--- src/rtl/vc32_mem_pkg.sv ---
// ---------------------------------------------------------------------------
// vc32_mem_pkg
// Shared definitions for the byte-serial memory responder:
//   - memState_e   : responder FSM states
//   - BYTE_LANES   : byte slots in a data word
//   - FETCH_LANES  : byte slots in an instruction parcel
//   - IO_WAIT      : fixed per-slot wait count applied to I/O space requests
//   - nextLane()   : finds the next enabled write lane at or above a start lane
// ---------------------------------------------------------------------------
package vc32_mem_pkg;

  typedef enum logic [2:0] {
    IDLE  = 3'd0,
    FETCH = 3'd1,
    READ  = 3'd2,
    WRITE = 3'd3,
    DONE  = 3'd4
  } memState_e;

  localparam int         BYTE_LANES  = 4;
  localparam int         FETCH_LANES = 2;
  localparam logic [2:0] IO_WAIT     = 3'd7;

  // Returns the lowest lane index >= from whose mask bit is set.
  // Bit 2 of the result flags "no such lane" (value 4).
  function automatic logic [2:0] nextLane(input logic [3:0] mask, input logic [2:0] from);
    logic [2:0] sel;
    sel = 3'd4;
    for (int i = BYTE_LANES - 1; i >= 0; i--) begin
      if (mask[i] && (3'(i) >= from)) begin
        sel = 3'(i);
      end
    end
    return sel;
  endfunction

endpackage

--- src/rtl/mem_responder_if.sv ---
// ---------------------------------------------------------------------------
// mem_responder_if
// Bundles the core-side request/response signals and the external byte bus
// of the memory responder.
//   Core side  : ifetch, pc, addr, rstrobe, wmask, wdata, io_access (requests)
//                idone, rdone, wdone, rdata, idata (responses)
//   Byte bus   : ext_addr, ext_wdata, ext_cs, ext_io_cs, ext_oe, ext_we (out)
//                ext_rdata (in)
// Modports:
//   slave  - the responder
//   master - the core plus external memory (the environment)
// ---------------------------------------------------------------------------
interface mem_responder_if #(
  parameter int VA = 32
);

  logic          ifetch;
  logic [VA-1:1] pc;
  logic [VA-1:2] addr;
  logic [1:0]    rstrobe;
  logic [3:0]    wmask;
  logic [31:0]   wdata;
  logic          io_access;

  logic          idone;
  logic          rdone;
  logic          wdone;
  logic [31:0]   rdata;
  logic [15:0]   idata;

  logic [VA-1:0] ext_addr;
  logic [7:0]    ext_wdata;
  logic [7:0]    ext_rdata;
  logic          ext_cs;
  logic          ext_io_cs;
  logic          ext_oe;
  logic          ext_we;

  modport slave (
    input  ifetch, pc, addr, rstrobe, wmask, wdata, io_access, ext_rdata,
    output idone, rdone, wdone, rdata, idata,
           ext_addr, ext_wdata, ext_cs, ext_io_cs, ext_oe, ext_we
  );

  modport master (
    output ifetch, pc, addr, rstrobe, wmask, wdata, io_access, ext_rdata,
    input  idone, rdone, wdone, rdata, idata,
           ext_addr, ext_wdata, ext_cs, ext_io_cs, ext_oe, ext_we
  );

endinterface

--- src/rtl/mem_slot_timer.sv ---
// ---------------------------------------------------------------------------
// mem_slot_timer
// Wait-state down-counter that paces byte slots. Each slot lasts wait_i+1
// cycles; slot_end_o marks the final cycle of a slot.
// Ports:
//   clk, reset_n  - clock, asynchronous active-low reset
//   load_i        - request start: preload the counter with wait_i
//   active_i      - a transfer is in progress
//   wait_i        - wait count for the next slot
//   slot_end_o    - high during the last cycle of the current slot
// ---------------------------------------------------------------------------
module mem_slot_timer (
  input  logic       clk,
  input  logic       reset_n,
  input  logic       load_i,
  input  logic       active_i,
  input  logic [2:0] wait_i,
  output logic       slot_end_o
);

  logic [2:0] cntQ;

  // Count down through the wait cycles of a slot, then reload so the
  // following slot (if any) starts with a full wait count.
  always_ff @(posedge clk or negedge reset_n) begin
    if (!reset_n) begin
      cntQ <= 3'd0;
    end else if (load_i) begin
      cntQ <= wait_i;
    end else if (active_i) begin
      if (cntQ == 3'd0) begin
        cntQ <= wait_i;
      end else begin
        cntQ <= cntQ - 3'd1;
      end
    end
  end

  assign slot_end_o = active_i && (cntQ == 3'd0);

endmodule

--- src/rtl/mem_responder.sv ---
// ---------------------------------------------------------------------------
// mem_responder
// Serves 32-bit core data reads/writes and 16-bit instruction fetches over an
// 8-bit external bus, one byte per slot, little-endian. Data requests take
// priority over fetches; a write with any wmask bit set wins over a read.
// Ports:
//   clk, reset_n  - clock, asynchronous active-low reset
//   wait_cfg      - per-slot wait count (only with MEM_WAIT_EN)
//   bus           - mem_responder_if.slave (core side + byte bus)
// Configuration:
//   MEM_WAIT_EN   - when defined, adds wait_cfg; memory slots use wait_cfg
//                   wait cycles and I/O slots use IO_WAIT. Otherwise no waits.
// ---------------------------------------------------------------------------
module mem_responder
  import vc32_mem_pkg::*;
#(
  parameter int RV = 32,
  parameter int VA = 32
) (
  input  logic       clk,
  input  logic       reset_n,
`ifdef MEM_WAIT_EN
  input  logic [2:0] wait_cfg,
`endif
  mem_responder_if.slave bus
);

  memState_e     stateQ;
  memState_e     opQ;
  logic [1:0]    laneQ;
  logic [VA-1:2] addrQ;
  logic [VA-1:1] pcQ;
  logic [3:0]    wmaskQ;
  logic [31:0]   wdataQ;
  logic          ioQ;
  logic [2:0]    waitQ;
  logic [23:0]   bufQ;
  logic [RV-1:0] rdataQ;
  logic [15:0]   idataQ;

  logic          busy;
  logic          startReq;
  logic          slotEnd;
  logic [2:0]    waitStart;
  logic [2:0]    timerWait;
  logic [2:0]    firstLane;
  logic [2:0]    followLane;

  logic [VA-1:0] extAddr;
  logic [7:0]    extWdata;

  // Wait count a new request would use, fixed at request start.
`ifdef MEM_WAIT_EN
  assign waitStart = bus.io_access ? IO_WAIT : wait_cfg;
`else
  assign waitStart = 3'd0;
`endif

  assign busy      = (stateQ == FETCH) || (stateQ == READ) || (stateQ == WRITE);
  assign startReq  = (stateQ == IDLE) && ((|bus.wmask) || (|bus.rstrobe) || bus.ifetch);
  assign timerWait = (stateQ == IDLE) ? waitStart : waitQ;

  // Write lanes with a clear mask bit are skipped outright, so the lane
  // pointer jumps directly to the next enabled lane.
  assign firstLane  = nextLane(bus.wmask, 3'd0);
  assign followLane = nextLane(wmaskQ, {1'b0, laneQ} + 3'd1);

  mem_slot_timer uSlotTimer (
    .clk        (clk),
    .reset_n    (reset_n),
    .load_i     (startReq),
    .active_i   (busy),
    .wait_i     (timerWait),
    .slot_end_o (slotEnd)
  );

  // Responder FSM. Request inputs are captured on every IDLE cycle, so the
  // values present on the starting edge are the ones used for the whole
  // transfer. DONE always returns to IDLE, which drops a request still held
  // across the completion edge.
  always_ff @(posedge clk or negedge reset_n) begin
    if (!reset_n) begin
      stateQ <= IDLE;
      opQ    <= IDLE;
      laneQ  <= 2'd0;
      addrQ  <= '0;
      pcQ    <= '0;
      wmaskQ <= 4'd0;
      wdataQ <= 32'd0;
      ioQ    <= 1'b0;
      waitQ  <= 3'd0;
      bufQ   <= 24'd0;
      rdataQ <= '0;
      idataQ <= 16'd0;
    end else begin
      case (stateQ)
        IDLE: begin
          addrQ  <= bus.addr;
          pcQ    <= bus.pc;
          wmaskQ <= bus.wmask;
          wdataQ <= bus.wdata;
          ioQ    <= bus.io_access;
          waitQ  <= waitStart;
          if (|bus.wmask) begin
            stateQ <= WRITE;
            opQ    <= WRITE;
            laneQ  <= firstLane[1:0];
          end else if (|bus.rstrobe) begin
            stateQ <= READ;
            opQ    <= READ;
            laneQ  <= 2'd0;
          end else if (bus.ifetch) begin
            stateQ <= FETCH;
            opQ    <= FETCH;
            laneQ  <= 2'd0;
          end
        end
        READ: begin
          if (slotEnd) begin
            case (laneQ)
              2'd0: bufQ[7:0]   <= bus.ext_rdata;
              2'd1: bufQ[15:8]  <= bus.ext_rdata;
              2'd2: bufQ[23:16] <= bus.ext_rdata;
              default: begin
                rdataQ <= {bus.ext_rdata, bufQ};
                stateQ <= DONE;
              end
            endcase
            laneQ <= laneQ + 2'd1;
          end
        end
        FETCH: begin
          if (slotEnd) begin
            if (laneQ == 2'(FETCH_LANES - 1)) begin
              idataQ <= {bus.ext_rdata, bufQ[7:0]};
              stateQ <= DONE;
            end else begin
              bufQ[7:0] <= bus.ext_rdata;
            end
            laneQ <= laneQ + 2'd1;
          end
        end
        WRITE: begin
          if (slotEnd) begin
            if (followLane[2]) begin
              stateQ <= DONE;
            end else begin
              laneQ <= followLane[1:0];
            end
          end
        end
        DONE: begin
          stateQ <= IDLE;
        end
        default: begin
          stateQ <= IDLE;
        end
      endcase
    end
  end

  // Byte bus address and write data follow the current lane; everything is
  // zero outside a transfer so reset clears the bus immediately.
  always_comb begin
    extAddr  = '0;
    extWdata = 8'd0;
    case (stateQ)
      READ:  extAddr = {addrQ, laneQ};
      FETCH: extAddr = {pcQ, laneQ[0]};
      WRITE: begin
        extAddr = {addrQ, laneQ};
        case (laneQ)
          2'd0:    extWdata = wdataQ[7:0];
          2'd1:    extWdata = wdataQ[15:8];
          2'd2:    extWdata = wdataQ[23:16];
          default: extWdata = wdataQ[31:24];
        endcase
      end
      default: begin
        extAddr  = '0;
        extWdata = 8'd0;
      end
    endcase
  end

  assign bus.ext_addr  = extAddr;
  assign bus.ext_wdata = extWdata;
  assign bus.ext_cs    = busy && !ioQ;
  assign bus.ext_io_cs = busy && ioQ;
  assign bus.ext_oe    = (stateQ == READ) || (stateQ == FETCH);
  assign bus.ext_we    = (stateQ == WRITE) && slotEnd;

  assign bus.rdone = (stateQ == DONE) && (opQ == READ);
  assign bus.wdone = (stateQ == DONE) && (opQ == WRITE);
  assign bus.idone = (stateQ == DONE) && (opQ == FETCH);
  assign bus.rdata = rdataQ;
  assign bus.idata = idataQ;

endmodule

--- src/flat_wrapper.sv ---
// flat-port wrapper written by rule: the top's interface ports become plain ports
module mem_responder_flat import vc32_mem_pkg::*;
#(
  parameter int RV = 32,
  parameter int VA = 32
)
  (clk, reset_n, bus_ifetch, bus_pc, bus_addr, bus_rstrobe, bus_wmask, bus_wdata, bus_io_access, bus_ext_rdata, bus_idone, bus_rdone, bus_wdone, bus_rdata, bus_idata, bus_ext_addr, bus_ext_wdata, bus_ext_cs, bus_ext_io_cs, bus_ext_oe, bus_ext_we);
  mem_responder_if #(.VA(VA)) bus_i ();
  input  logic clk;
  input  logic reset_n;
  input wire logic [$bits(bus_i.ifetch)-1:0] bus_ifetch;
  input wire logic [$bits(bus_i.pc)-1:0] bus_pc;
  input wire logic [$bits(bus_i.addr)-1:0] bus_addr;
  input wire logic [$bits(bus_i.rstrobe)-1:0] bus_rstrobe;
  input wire logic [$bits(bus_i.wmask)-1:0] bus_wmask;
  input wire logic [$bits(bus_i.wdata)-1:0] bus_wdata;
  input wire logic [$bits(bus_i.io_access)-1:0] bus_io_access;
  input wire logic [$bits(bus_i.ext_rdata)-1:0] bus_ext_rdata;
  output wire logic [$bits(bus_i.idone)-1:0] bus_idone;
  output wire logic [$bits(bus_i.rdone)-1:0] bus_rdone;
  output wire logic [$bits(bus_i.wdone)-1:0] bus_wdone;
  output wire logic [$bits(bus_i.rdata)-1:0] bus_rdata;
  output wire logic [$bits(bus_i.idata)-1:0] bus_idata;
  output wire logic [$bits(bus_i.ext_addr)-1:0] bus_ext_addr;
  output wire logic [$bits(bus_i.ext_wdata)-1:0] bus_ext_wdata;
  output wire logic [$bits(bus_i.ext_cs)-1:0] bus_ext_cs;
  output wire logic [$bits(bus_i.ext_io_cs)-1:0] bus_ext_io_cs;
  output wire logic [$bits(bus_i.ext_oe)-1:0] bus_ext_oe;
  output wire logic [$bits(bus_i.ext_we)-1:0] bus_ext_we;
  assign bus_i.ifetch = bus_ifetch;
  assign bus_i.pc = bus_pc;
  assign bus_i.addr = bus_addr;
  assign bus_i.rstrobe = bus_rstrobe;
  assign bus_i.wmask = bus_wmask;
  assign bus_i.wdata = bus_wdata;
  assign bus_i.io_access = bus_io_access;
  assign bus_i.ext_rdata = bus_ext_rdata;
  assign bus_idone = bus_i.idone;
  assign bus_rdone = bus_i.rdone;
  assign bus_wdone = bus_i.wdone;
  assign bus_rdata = bus_i.rdata;
  assign bus_idata = bus_i.idata;
  assign bus_ext_addr = bus_i.ext_addr;
  assign bus_ext_wdata = bus_i.ext_wdata;
  assign bus_ext_cs = bus_i.ext_cs;
  assign bus_ext_io_cs = bus_i.ext_io_cs;
  assign bus_ext_oe = bus_i.ext_oe;
  assign bus_ext_we = bus_i.ext_we;
  mem_responder #(.RV(RV), .VA(VA)) u_core (.clk(clk), .reset_n(reset_n), .bus(bus_i));
endmodule
--- config.mk ---
export PLATFORM = sky130hd
export DESIGN_NAME = mem_responder_flat
export DESIGN_NICKNAME = d
export VERILOG_FILES = /design/src/rtl/vc32_mem_pkg.sv /design/src/rtl/mem_responder_if.sv /design/src/rtl/mem_slot_timer.sv /design/src/rtl/mem_responder.sv /design/src/flat_wrapper.sv
export SDC_FILE = /design/constraint.sdc
export NUM_CORES = 1
export LEC_CHECK = 0
export BUFFER_PORTS_ARGS = -buffer_cell sky130_fd_sc_hd__buf_2
export CAP_MARGIN = 20
export CELL_PAD_IN_SITES_DETAIL_PLACEMENT = 1
export CELL_PAD_IN_SITES_GLOBAL_PLACEMENT = 1
export CORE_MARGIN = 8
export CORE_UTILIZATION = 30
export DETAILED_ROUTE_END_ITERATION = 16
export PLACE_DENSITY_LB_ADDON = 0.1
export SETUP_SLACK_MARGIN = 0.1
export SLEW_MARGIN = 20
export SYNTH_ARGS = -nofsm -noshare
export SYNTH_HDL_FRONTEND = slang
export SYNTH_SLANG_ARGS = --single-unit
export TNS_END_PERCENT = 100
--- constraint.sdc ---
create_clock -name clk -period 2.6 [get_ports clk]
set_input_delay 0.52 -clock clk [delete_from_list [all_inputs] [get_ports clk]]
set_output_delay 0.52 -clock clk [all_outputs]
set_load 0.02 [all_outputs]
==> flow_summary.toml, run 1 <==
[run_status]
status = "finished clean"

[routing]
drt_iter0_markers = 288
drc = 0
viasPerCell = 4.66
firstDrtPassIters = 5
wl_per_cell_um = 18.2
ant_nets = 0
vias = 6098
wirelength_um = 23800

[synthesis]
synth.area.mux_share = 0.109
synth-simple-area-share = 0.191
ys.flop_type = "dfrtp_1"
synth_fp_nets = 870
seq_area_frac_synth = 0.591
synth_top_family_by_area = "simple AND/OR/NAND/NOR gates"
ys_top_cells_by_area = "dfrtp_1, nand2_1, mux2_2"
synth_xor_area_frac = 0
netlist_top_cells_count = "nand2_1, dfrtp_1, mux2_2"
synthAdderAreaFrac = 0.0129
synth_top_area_share = 0.591
yosys_register_bits = 183
yosysUniqueCellTypes = 38
yosysMostFrequentCell = "nand2_1"
synthCells = 751
avgSynthCellArea_um2 = 10.3
synth_edf_count = 0
ys_warn_count = 0
async_reset_ff_frac = 1.00
synth_area_mm2 = 0.00775
synth_top_area_cell = "dfrtp_1"
synth_compound_area_frac = 0.0712

[setup_path]
cp-end-kind = "output port"
crit_required_ps = 2080
critical_path_arrival_ps = 2050
r2r-start = "u_core.laneQ[0]$_DFFE_PN0P_"
crit_slowest_cell = "dfrtp_2"
reg2regPathDepth = 9
critPathMaxFanout = 9
worst_setup_path_start_kind = "flip-flop"
path_buf_inv = 2
slowest_delay_ps = 420
path_class = "flip-flop to output port"
cp_cell_sequence = "clkinvlp_4 > ha_4 > a222oi_1 > nor2_1 > a21oi_1 > nor2_1 > buf_2"
path_delay_family = "compound AO/OA/AOI/OAI gates"
crit_top_cell = "nor2_1"
rrSetupSlack_ps = 410
reg2reg_to = "u_core.stateQ[0]$_DFFE_PN0P_"

[global_route]
met3_usage = 0.0593
grt_use_met1 = 0.202
grt_start_max_net_pins = 88
antenna_found_initial = 5
grt_pass1_vias = 6789
use_met2 = 0.234
busiest_layer = "met2"
grt_pass1_wl_um = 37800
grt_overflow = 0
grt_usage = 0.153

[floorplan]
num_rows = 59
dieHeight_um = 177
die_w_um = 177
dieArea_mm2 = 0.0312
ioPinCount = 206
initial_core_util = 0.302
fp.coreArea_mm2 = 0.0257

[timing]
layout_min_cycle_time_ps = 2570
fin_skew_ps = 14.5
setup_violations = 0
whs_ps = 80.7
rsz0062_at_grt = "yes"
setup_tns_ps = 0
fmax_mhz = 389
min_period_over_period = 0.988
relSlewSlack = 0.628
hold_viol_final = 0
drv_slew = 0
tightest_slew_ps = 557

[clocking]
cts_buffers = 17
clock-sinks = 183
cts_max_path_buffers = 2
htree_levels = 4
clkLatencyLatePin_ps = 430
root_buffer = "clkbuf_16"
clk_pin_slew_worst_paths_ps = 80
cts_tree = "done"

[finish]
finalNonFillerCells = 1309
final_nets = 1079
finalInstanceArea_mm2 = 0.0100
area_growth_pct = 29.4
drive_gt1_frac = 0.355

[flow_run]
max_cap_viol_count = 0

[placed_design]
dp_cells = 1269
hpwl_um = 16400
placed_area_mm2 = 0.00927
place_congestion = 0.748
numPortBuffers = 205

[pwr]
powerDensity_mw_per_mm2 = 1380
peakVddDrop_uv = 536
power_w = 0.0138
p_leak_nw = 5.23

[hold_path]
min-delay-path-class = "input port to async pin"
==> power by group <==
group          total (W)  switching (W)  internal [W]
Clock            0.00275        0.00140       0.00136
Combinational    0.00607        0.00372       0.00235
Sequential       0.00501       0.000786       0.00423
==> per-layer routing <==
layer,wire length [um],vias up,part of all wire
li1,-,2900,-
met1,11100,3026,0.47
met2,10700,142,0.45
met3,1720,20,0.072
met4,197,10,0.0083
met5,69,-,0.0029
==> metrics by stage <==
step           setup WS [ps]  utilization
2_1_floorplan            558            -
3_3_place_gp             375        0.361
3_5_place_dp             280        0.361
4_1_cts                 8.38        0.388
5_1_grt                 -104        0.391
6_report                31.3        0.391
==> how the worst max path moves through the flow <==
stage / from / to / slack, ps / depth (start not counted)
2_1_floorplan: u_core.laneQ[1]$_DFFE_PN0P_ / bus_ext_wdata[5] / 560 / 7
5_1_grt: u_core.laneQ[1]$_DFFE_PN0P_ / bus_ext_wdata[2] / -100 / 7
4_1_cts: u_core.laneQ[1]$_DFFE_PN0P_ / bus_ext_wdata[2] / 8 / 7
6_report: u_core.laneQ[0]$_DFFE_PN0P_ / bus_ext_wdata[2] / 30 / 7
3_5_place_dp: u_core.laneQ[1]$_DFFE_PN0P_ / u_core.bus.idata[3]$_DFFE_PN0P_ / 280 / 6
3_3_place_gp: u_core.laneQ[1]$_DFFE_PN0P_ / u_core.bus.idata[9]$_DFFE_PN0P_ / 370 / 6
==> logic make-up after synthesis <==
family                     after synthesis
muxes                                   75
DFF                                    183
AOI/OAI and AO/OA                       71
buffers and inverters                   48
adders and majority gates                8
and+or+nand+nor                        366
==> cell type report <==
type                       count  area [um^2]
clock inverter                15          205
fill                        2950        15700
antenna                        1         2.50
multi-input combinational    520         3040
clock buffer                  17          425
inverter                       8         33.8
tap                          335          419
sequential                   183         4580
timing repair buffer         230         1330
==> sequential cells by signal, indices dropped and copies added, names as in the netlist <==
| register | flops |
|---|---|
| u_core.stateQ | 3 |
| u_core.uSlotTimer.cntQ | 3 |
| u_core.wdataQ | 32 |
| u_core.waitQ | 3 |
| u_core.wmaskQ | 4 |
| u_core.ioQ | 1 |
| u_core.bufQ | 24 |
| u_core.bus.rdata | 32 |
| u_core.addrQ | 30 |
| u_core.opQ | 2 |
| u_core.pcQ | 31 |
| u_core.bus.idata | 16 |
| u_core.laneQ | 2 |
==> what timing repair did <==
| action | CTS | global route |
|---|---|---|
| hold buffers | 0 | 0 |
| gates cloned | 0 | 2 |
| pin swaps | 1 | 3 |
| setup buffers | 3 | 2 |
| hold endpoints to repair | 0 | 0 |
| gates resized for setup | 10 | 3 |
| setup endpoints to repair | 14 | 30 |
==> layout by cell type, fill, tap and decap left out, types with 4 or more instances in the layout <==
cell / instances
inv_12: 4
buf_12: 5
inv_8: 4
clkbuf_16: 19
nor3_1: 4
a22o_1: 31
mux2_1: 10
buf_4: 17
a222oi_1: 9
buf_2: 203
a21oi_1: 16
inv_1: 7
nand2b_1: 5
nand2_1: 301
ha_1: 5
mux2_2: 63
nor2_1: 36
dfrtp_1: 180
and2_1: 4
(Power assumes the default switching activity.)
==> run 2: changes to the inputs <==
==> constraint.sdc (replaced) <==
create_clock -name clk -period 2.5 [get_ports clk]
set_input_delay 0.5 -clock clk [delete_from_list [all_inputs] [get_ports clk]]
set_output_delay 0.5 -clock clk [all_outputs]
set_load 0.02 [all_outputs]
==> run 2 against run 1 <==
Against the previous run: clock-buffer cell count is the same; total power increased by 6.1%; largest power group unchanged; critical endpoint unchanged; setup slack lost 14 ps; first-iteration DRC count increased by 6.6%; register-to-register slack better by 20 ps; critical path depth unchanged; sequential share of layout area decreased by 0.90 points; die area is the same; core utilization increased by 0.82 points; sequential power rose by 4.4%; flip-flop and latch count did not move; wire length shrank 1.2%.
==> flow_summary.toml, run 2 (synthesis gave the netlist of run 1 again) <==
[run_status]
status = "finished clean"

[setup_path]
crit_required_ps = 2000
cp-end-kind = "output port"
crit_top_cell = "nor2_1"
slowest_delay_ps = 410
critPathMaxFanout = 9
path_buf_inv = 2
path_class = "flip-flop to output port"
worst_setup_path_start_kind = "flip-flop"
cp_cell_sequence = "buf_6 > ha_4 > a222oi_1 > nor2_1 > a21oi_1 > nor2_1 > buf_2"
crit_slowest_cell = "dfrtp_1"
critical_path_arrival_ps = 1980
path_delay_family = "compound AO/OA/AOI/OAI gates"

[finish]
finalNonFillerCells = 1314
drive_gt1_frac = 0.367
area_growth_pct = 32.1
layout_common_cells = "nand2_1, buf_2, dfrtp_1"
final_nets = 1085
finalInstanceArea_mm2 = 0.0102
antennaDiodeCount = 0
layout_commonest_cell = "nand2_1"

[routing]
ant_nets = 0
viasPerCell = 4.65
firstDrtPassIters = 5
wl_per_cell_um = 17.9
drc = 0
wirelength_um = 23500
vias = 6114
drt_iter0_markers = 307

[clocking]
clkLatencyLatePin_ps = 430
cts_buffers = 17
root_buffer = "clkbuf_16"
cts_max_path_buffers = 2
htree_levels = 4
clk_pin_slew_worst_paths_ps = 80
cts_tree = "done"
clock-sinks = 183

[floorplan]
dieHeight_um = 177
ioPinCount = 206
die_w_um = 177
num_rows = 59
initial_core_util = 0.302
dieArea_mm2 = 0.0312
fp.coreArea_mm2 = 0.0257

[timing]
min_period_over_period = 0.993
setup_tns_ps = 0
whs_ps = 247
fmax_mhz = 403
tightest_slew_ps = 488
drv_slew = 0
fin_skew_ps = 18.6
hold_viol_final = 0
setup_violations = 0
fin_ws_ps = 17.1
rsz0062_at_grt = "yes"
layout_min_cycle_time_ps = 2480
relSlewSlack = 0.675

[global_route]
use_met2 = 0.232
antenna_found_initial = 7
busiest_layer = "met2"
grt_pass1_vias = 6624
grt_overflow = 0
grt_pass1_wl_um = 37800
grt_usage = 0.154
grt_use_met1 = 0.204
met3_usage = 0.0634
grt_start_max_net_pins = 100

[pwr]
p_leak_nw = 5.29
pwr-share-comb = 0.452
peakVddDrop_uv = 442
netSwitchingFraction = 0.420
clkPwrFrac = 0.192
internal_power_w = 0.00851
switching_power_w = 0.00617
powerDensity_mw_per_mm2 = 1430
pwr-share-seq = 0.356

[hold_path]
min-delay-path-class = "input port to flip-flop"

[placed_design]
placed_area_mm2 = 0.00926
numPortBuffers = 205
hpwl_um = 16200
place_congestion = 0.708
dp_cells = 1267
dp_slack_ps = 221

[flow_run]
max_cap_viol_count = 0
## run 2: worst paths after layout
check | slack (ps) | from | end | cells after the start
max in group asynchronous | 1270 | reset_n | u_core.bufQ[1]$_DFFE_PN0P_ | 3
worst max-delay path | 20 | u_core.laneQ[1]$_DFFE_PN0P_ | bus_ext_wdata[2] | 7
min in group asynchronous | 520 | reset_n | u_core.wdataQ[30]$_DFFE_PN0N_ | 2
worst min-delay path | 250 | bus_addr[27] | u_core.addrQ[29]$_DFFE_PN0N_ | 3
worst min register to register | 480 | u_core.addrQ[24]$_DFFE_PN0N_ | u_core.addrQ[24]$_DFFE_PN0N_ | 2
worst max register to register | 430 | u_core.stateQ[2]$_DFFE_PN0P_ | u_core.uSlotTimer.cntQ[2]$_DFFE_PN0P_ | 6
## run 2: layout make-up
class	instances	area (um^2)
clock buffer	17	425
clock inverter	15	209
fill	2968	15400
inverter	8	32.5
multi-input combinational	520	3090
sequential	183	4590
tap	335	419
timing repair buffer	236	1490
## run 2: worst reg2reg max path, cell delays in order (launching register included)
cell and delay [ps]:
dfrtp_4 540, clkbuf_4 200, or3_4 520, and2_1 220
mux2_2 260, a21oi_1 150, a311oi_1 60
## run 2: timing repair
action / CTS / global route
pin swaps: 4 / 12
endpoints found under the setup margin: 40 / 28
gates resized for setup: 18 / 45
hold endpoints to repair: 24 / 0
gates cloned: 2 / 0
hold buffers: 1 / 0
buffers inserted: 6 / 6
## run 2: per-layer routing
metal / share of wire / routed length [um]
met1: 0.46 / 10700
met2: 0.45 / 10500
met3: 0.086 / 2010
met5: 0.0037 / 86
met4: 0.0075 / 177
## run 2: power groups by stage
stage,Combinational [W],Sequential [W],Clock [W]
3_5_place_dp,0.00622,0.00532,0
6_report,0.00663,0.00523,0.00282
2_1_floorplan,0.00376,0.00546,0
3_3_place_gp,0.00612,0.00530,0
5_1_grt,0.00740,0.00542,0.00305
4_1_cts,0.00652,0.00525,0.00295
## run 2: through the flow
stage | util | power [W]
final | 0.399 | 0.0147
after global routing | 0.399 | 0.0159
after CTS | 0.392 | 0.0147
after detailed placement | 0.361 | 0.0115
after global placement | 0.361 | 0.0114
after floorplan | - | 0.00922
